===== src/rtl/i2s_tdm_clock_pkg.sv =====
// Shared definitions for the I2S/TDM clocking, serialiser and deserialiser blocks.
// Frame-sync mode encodings, the clock generator state type and counter width helpers.
// Purely declarative; no logic lives here.
package i2s_pkg;

    // Frame-sync flavour: 50% duty word select, or one-bit pulse ahead of slot 0.
    localparam logic WS_I2S   = 1'b0;
    localparam logic WS_PULSE = 1'b1;

    typedef enum logic [1:0] {
        ST_IDLE  = 2'd0,
        ST_RUN   = 2'd1,
        ST_DRAIN = 2'd2
    } i2s_clk_state_t;

    // Width of a counter holding 0..n-1, never narrower than one bit.
    function automatic int cnt_w(input int n);
        return (n <= 2) ? 1 : $clog2(n);
    endfunction

    // Width of a bit-within-frame index for a frame of slots*bits bits.
    function automatic int frame_w(input int slots, input int bits);
        return cnt_w(slots * bits);
    endfunction

endpackage


===== src/rtl/i2s_tdm_clock.sv =====
// I2S/TDM bit-clock and frame-sync generator: divides ck down to sck and frames it with ws.
// Latency: running/frame_start one edge after en; first sck rise H+1 edges after entering RUN.
// No backpressure: a dropped en drains to the next frame boundary, en re-entry is phase-continuous.
module i2s_tdm_clock
    import i2s_pkg::*;
#(
    parameter int   CLK_DIV       = 4,
    parameter int   BITS_PER_SLOT = 32,
    parameter int   SLOTS         = 2,
    parameter logic WS_MODE       = WS_I2S
) (
    input  logic                                 ck,
    input  logic                                 rst,
    input  logic                                 en,
    output logic                                 sck,
    output logic                                 ws,
    output logic [$clog2(SLOTS*BITS_PER_SLOT)-1:0] frame_posn,
    output logic [$clog2(SLOTS)-1:0]             slot,
    output logic                                 sck_rise,
    output logic                                 sck_fall,
    output logic                                 frame_start,
    output logic                                 running
);

    localparam int FRAME = SLOTS * BITS_PER_SLOT;
    localparam int FW    = $clog2(FRAME);
    localparam int SW    = $clog2(SLOTS);
    localparam int DW    = cnt_w(CLK_DIV);
    localparam int H     = CLK_DIV / 2;

    localparam logic [DW-1:0] DIV_MAX  = DW'(CLK_DIV - 1);
    localparam logic [DW-1:0] DIV_HALF = DW'(H);
    localparam logic [FW-1:0] FP_MAX   = FW'(FRAME - 1);
    localparam logic [FW-1:0] FP_HALF  = FW'(FRAME / 2);

    i2s_clk_state_t  state_q, state_d;
    logic [DW-1:0]   div_q, div_d;
    logic [FW-1:0]   fp_q, fp_d;
    logic            sck_q, sck_d;
    logic            ws_q, ws_d;
    logic            sck_rise_q, sck_rise_d;
    logic            sck_fall_q, sck_fall_d;
    logic            frame_start_q, frame_start_d;

    logic            run_w;
    logic            div_wrap;
    logic            frame_wrap;

    assign run_w      = (state_q != ST_IDLE);
    assign div_wrap   = (div_q == DIV_MAX);
    assign frame_wrap = div_wrap && (fp_q == FP_MAX);

    // Next state and counters: count while active, park at zero while idle.
    always_comb begin
        state_d = state_q;
        div_d   = '0;
        fp_d    = '0;
        if (run_w) begin
            div_d = div_wrap ? '0 : div_q + DW'(1);
            fp_d  = div_wrap ? fp_q + FW'(1) : fp_q;
        end
        case (state_q)
            ST_IDLE:  if (en) state_d = ST_RUN;
            ST_RUN:   if (!en) state_d = ST_DRAIN;
            ST_DRAIN: begin
                // Re-entry leaves the counters alone so sck keeps its phase.
                if (en)              state_d = ST_RUN;
                else if (frame_wrap) state_d = ST_IDLE;
            end
            default:  state_d = ST_IDLE;
        endcase
    end

    // Output decode from pre-edge counter values so sck, ws and strobes align.
    always_comb begin
        sck_d         = run_w && (div_q >= DIV_HALF);
        sck_rise_d    = run_w && (div_q == DIV_HALF) && !sck_q;
        // Not gated by state: the last fall after entering IDLE still gets a strobe.
        sck_fall_d    = (div_q == '0) && sck_q;
        frame_start_d = ((state_q == ST_RUN) && (div_q == '0) && (fp_q == '0) && sck_q)
                      || ((state_q == ST_IDLE) && en);
        if (WS_MODE == WS_PULSE) begin
            ws_d = run_w && (fp_q == FP_MAX);
        end else begin
            ws_d = run_w && (fp_q >= FP_HALF);
        end
    end

    // State, counters and registered outputs; reset drops everything without a drain.
    always_ff @(posedge ck) begin
        if (rst) begin
            state_q       <= ST_IDLE;
            div_q         <= '0;
            fp_q          <= '0;
            sck_q         <= 1'b0;
            ws_q          <= 1'b0;
            sck_rise_q    <= 1'b0;
            sck_fall_q    <= 1'b0;
            frame_start_q <= 1'b0;
        end else begin
            state_q       <= state_d;
            div_q         <= div_d;
            fp_q          <= fp_d;
            sck_q         <= sck_d;
            ws_q          <= ws_d;
            sck_rise_q    <= sck_rise_d;
            sck_fall_q    <= sck_fall_d;
            frame_start_q <= frame_start_d;
        end
    end

    assign sck         = sck_q;
    assign ws          = ws_q;
    assign frame_posn  = fp_q;
    assign slot        = fp_q[FW-1 -: SW];
    assign sck_rise    = sck_rise_q;
    assign sck_fall    = sck_fall_q;
    assign frame_start = frame_start_q;
    assign running     = run_w;

endmodule


===== config.mk =====
export PLATFORM = sky130hd
export DESIGN_NAME = i2s_tdm_clock
export DESIGN_NICKNAME = d
export VERILOG_FILES = /design/src/rtl/i2s_tdm_clock_pkg.sv /design/src/rtl/i2s_tdm_clock.sv
export SDC_FILE = /design/constraint.sdc
export NUM_CORES = 1
export LEC_CHECK = 0
export CELL_PAD_IN_SITES_DETAIL_PLACEMENT = 0
export CELL_PAD_IN_SITES_GLOBAL_PLACEMENT = 1
export CORE_ASPECT_RATIO = 1.1
export CORE_MARGIN = 1.5
export CORE_UTILIZATION = 37
export CTS_CLUSTER_DIAMETER = 80
export CTS_CLUSTER_SIZE = 16
export DETAILED_ROUTE_END_ITERATION = 6
export GPL_TIMING_DRIVEN = 0
export PLACE_DENSITY_LB_ADDON = 0.1
export SLEW_MARGIN = 20
export SYNTH_ARGS = -nofsm -noshare
export SYNTH_HDL_FRONTEND = slang
export SYNTH_SLANG_ARGS = --single-unit

===== constraint.sdc =====
create_clock -name ck -period 3.5 [get_ports ck]
set_clock_uncertainty 0.05 [all_clocks]
set_input_delay 0.7 -clock ck [delete_from_list [all_inputs] [get_ports ck]]
set_output_delay 0.7 -clock ck [all_outputs]
set_load 0.01 [all_outputs]

==> results.py <==
metrics = {
    "pwr": {
        "power_switching_mw": 0.06253,
        "power_mw": 0.2894,
        "combinationalPowerShare": 0.061,
        "p_clk_frac": 0.333,
        "p_per_area_nw_per_um2": 349.9,
        "seqPwrFrac": 0.606,
        "power.leakage_nw": 0.3066,
        "internal-power_mw": 0.2269,
        "sw_frac_of_total": 0.2161,
        "vdd_drop_max_mv": 0.1393,
    },
    "die": {
        "boundaryPins": 16,
        "start_util": 0.3992,
        "fp-row-count": 15,
        "die_width_um": 42.33,
        "coreArea_um2": 1577,
        "dieArea_um2": 1958,
        "dieHeight_um": 46.26,
    },
    "placement": {
        "portBuffers": 15,
        "place_congestion": 0.6817,
        "post-dp-hpwl_um": 797.8,
        "dp.cells": 97,
    },
    "synthesis": {
        "synth.most_common_cell": "dfxtp_1",
        "avgSynthCellArea_um2": 9.682,
        "syn-num-nets": 73,
        "synth_enable_flop_cells": 0,
        "ys.flop_type": "dfxtp_1",
        "seq_area_frac_synth": 0.4771,
        "synth-seq-cells": 15,
        "synth.top_cell.area_share": 0.4771,
        "syn_inst": 65,
        "syn_area_um2": 629.4,
        "yosys.area.top_type": "dfxtp_1",
        "synthArstFlopShare": 0,
        "netlist_top_cells_count": "dfxtp_1, nor2_1, ha_1, inv_1, nand2_1",
        "ys_types": 24,
        "synth.area.top_cells": "dfxtp_1, ha_1, nor2_1",
        "synth_warnings": 0,
    },
    "clocking": {
        "htreeDepth": 1,
        "ctsLongestPathBuffers": 2,
        "insertion_delay_ps": 270,
        "clock_sinks": 15,
        "post-cts-setup-buffer-count": 0,
        "root_buffer": "clkbuf_4",
        "cts-hold-fix-buffers": 0,
        "clk_pin_slew_ps": 90,
        "cts_tree": "done",
        "numCtsBuffers": 3,
        "cts_resized": 0,
    },
    "detailed_routing": {
        "drc": 0,
        "dr.pass1.iters": 2,
        "detail-route-antenna-nets": 0,
        "detail_route.wl_per_cell_um": 11.23,
        "via_per_inst": 4.832,
        "wl_um": 1134,
        "drt-initial-drc-count": 5,
        "vias": 488,
    },
    "timing": {
        "maxSlewViolCount": 0,
        "rsz0062_at_grt": "no",
        "finalHoldViolations": 0,
        "setup-tns-final_ps": 0,
        "holdWs_ps": 412.3,
        "fmax_mhz": 452.5,
        "relSlewSlack": 0.8354,
        "worst_pin_slew_ps": 243.5,
        "setup_viol": 0,
        "period_share": 0.6313,
        "min_period_ps": 2210,
    },
    "layout": {
        "area_growth_pct": 31.41,
        "nets": 93,
        "fin_cells": 101,
        "fin_util": 0.5246,
        "n_antenna_cell": 0,
        "drive_gt1_frac": 0.1071,
    },
    "global_routing": {
        "grt_overflow": 0,
        "grt_antenna_before_repair": 0,
        "grt_max_degree": 11,
        "grt_pass1_vias": 435,
        "grt_pass1_wl_um": 1918,
        "grt_usage": 0.1348,
    },
    "worst_setup_path": {
        "r2r_start": "div_q[1]",
        "worstPathRequired_ps": 2750,
        "cp-end-kind": "primary output",
        "crit_start": "state_q[1]",
        "critical_path_class": "register to primary output",
        "cp_slowest_cell": "clkdlybuf4s50_1",
        "path_cells": "or2_2 -> clkdlybuf4s50_1",
        "setup.worst_path.start_class": "register",
        "path_delay_family": "buffers and inverters",
        "cpPeakStageDelay_ps": 490,
        "crit_arrival_ps": 1460,
        "ff2ff_setup_slack_ps": 2060,
        "crit_buf_inv": 1,
        "critPathMaxFanout": 5,
    },
    "min_path": {
        "worst_hold_path_type": "register to register",
        "min_from": "div_q[0]",
    },
    "outcome": {
        "status": "completed",
    },
    "flow_run": {
        "maxCapViolCount": 0,
    },
}
-- cell type report --
cell class / instances / area, µm²
sequential: 15 / 300.3
fill: 151 / 749.5
inverter: 5 / 18.77
clock buffer: 4 / 26.28
buffer: 3 / 22.52
multi-input combinational: 42 / 287.8
timing repair buffer: 15 / 150.1
tap: 17 / 21.27
-- path summary, 6_finish.rpt --
check,endpoint,cells after the start
worst max-delay path,running,2
worst min-delay path,div_q[0],1
worst max register to register,frame_posn[5],5
worst min register to register,div_q[0],1
-- per-stage QoR --
step	setup WS [ps]	area (µm²)
6_report	1290	827.0
2_1_floorplan	2100	629.4
4_1_cts	1282	827.0
3_3_place_gp	1606	800.8
3_5_place_dp	1600	800.8
5_1_grt	1241	827.0
-- cell families (layout without fill, tap and decap cells) --
| group | after synthesis | in the layout | share of synthesized area |
|---|---|---|---|
| simple gates | 27 | 27 | 0.2286 |
| compound gates | 5 | 5 | 0.05765 |
| mux | 1 | 1 | 0.01591 |
| buf+inv | 8 | 27 | 0.06561 |
| flops | 15 | 15 | 0.4771 |
| fa+ha+maj | 5 | 5 | 0.09940 |
| xor+xnor | 4 | 4 | 0.05568 |
-- power by group through the flow --
stage / Combinational [mW] / Sequential, mW / Clock, mW
2_1_floorplan: 0.00926 / 0.179 / 0
3_3_place_gp: 0.0177 / 0.179 / 0
3_5_place_dp: 0.0178 / 0.179 / 0
4_1_cts: 0.0179 / 0.175 / 0.103
5_1_grt: 0.0198 / 0.176 / 0.111
6_report: 0.0177 / 0.175 / 0.0964
-- metal layers --
layer,up-vias,part of all wire,global-route usage,wire length (µm)
met3,2,0.061,0.03529,69
met2,12,0.45,0.2154,507
met5,-,0,0,0
met4,0,0.0088,0.07500,10
li1,251,-,-,-
met1,223,0.48,0.1671,545
-- state kept, by name, indices dropped and copies added (netlist names) --
register,flops
sck,1
state_q,2
frame_posn,6
sck_rise,1
div_q,2
ws,1
sck_fall,1
frame_start,1
-- cell usage in the layout (no fill, tap or decap), types with 2 or more instances in the layout --
cell	instances
buf_4	3
clkbuf_4	3
xor2_1	3
inv_1	5
nor2_1	10
or3_1	2
ha_1	5
nor3b_1	2
nand2b_1	2
dfxtp_1	15
clkdlybuf4s50_1	15
nand2_1	4
No activity file was read; power rests on OpenSTA's default activity.
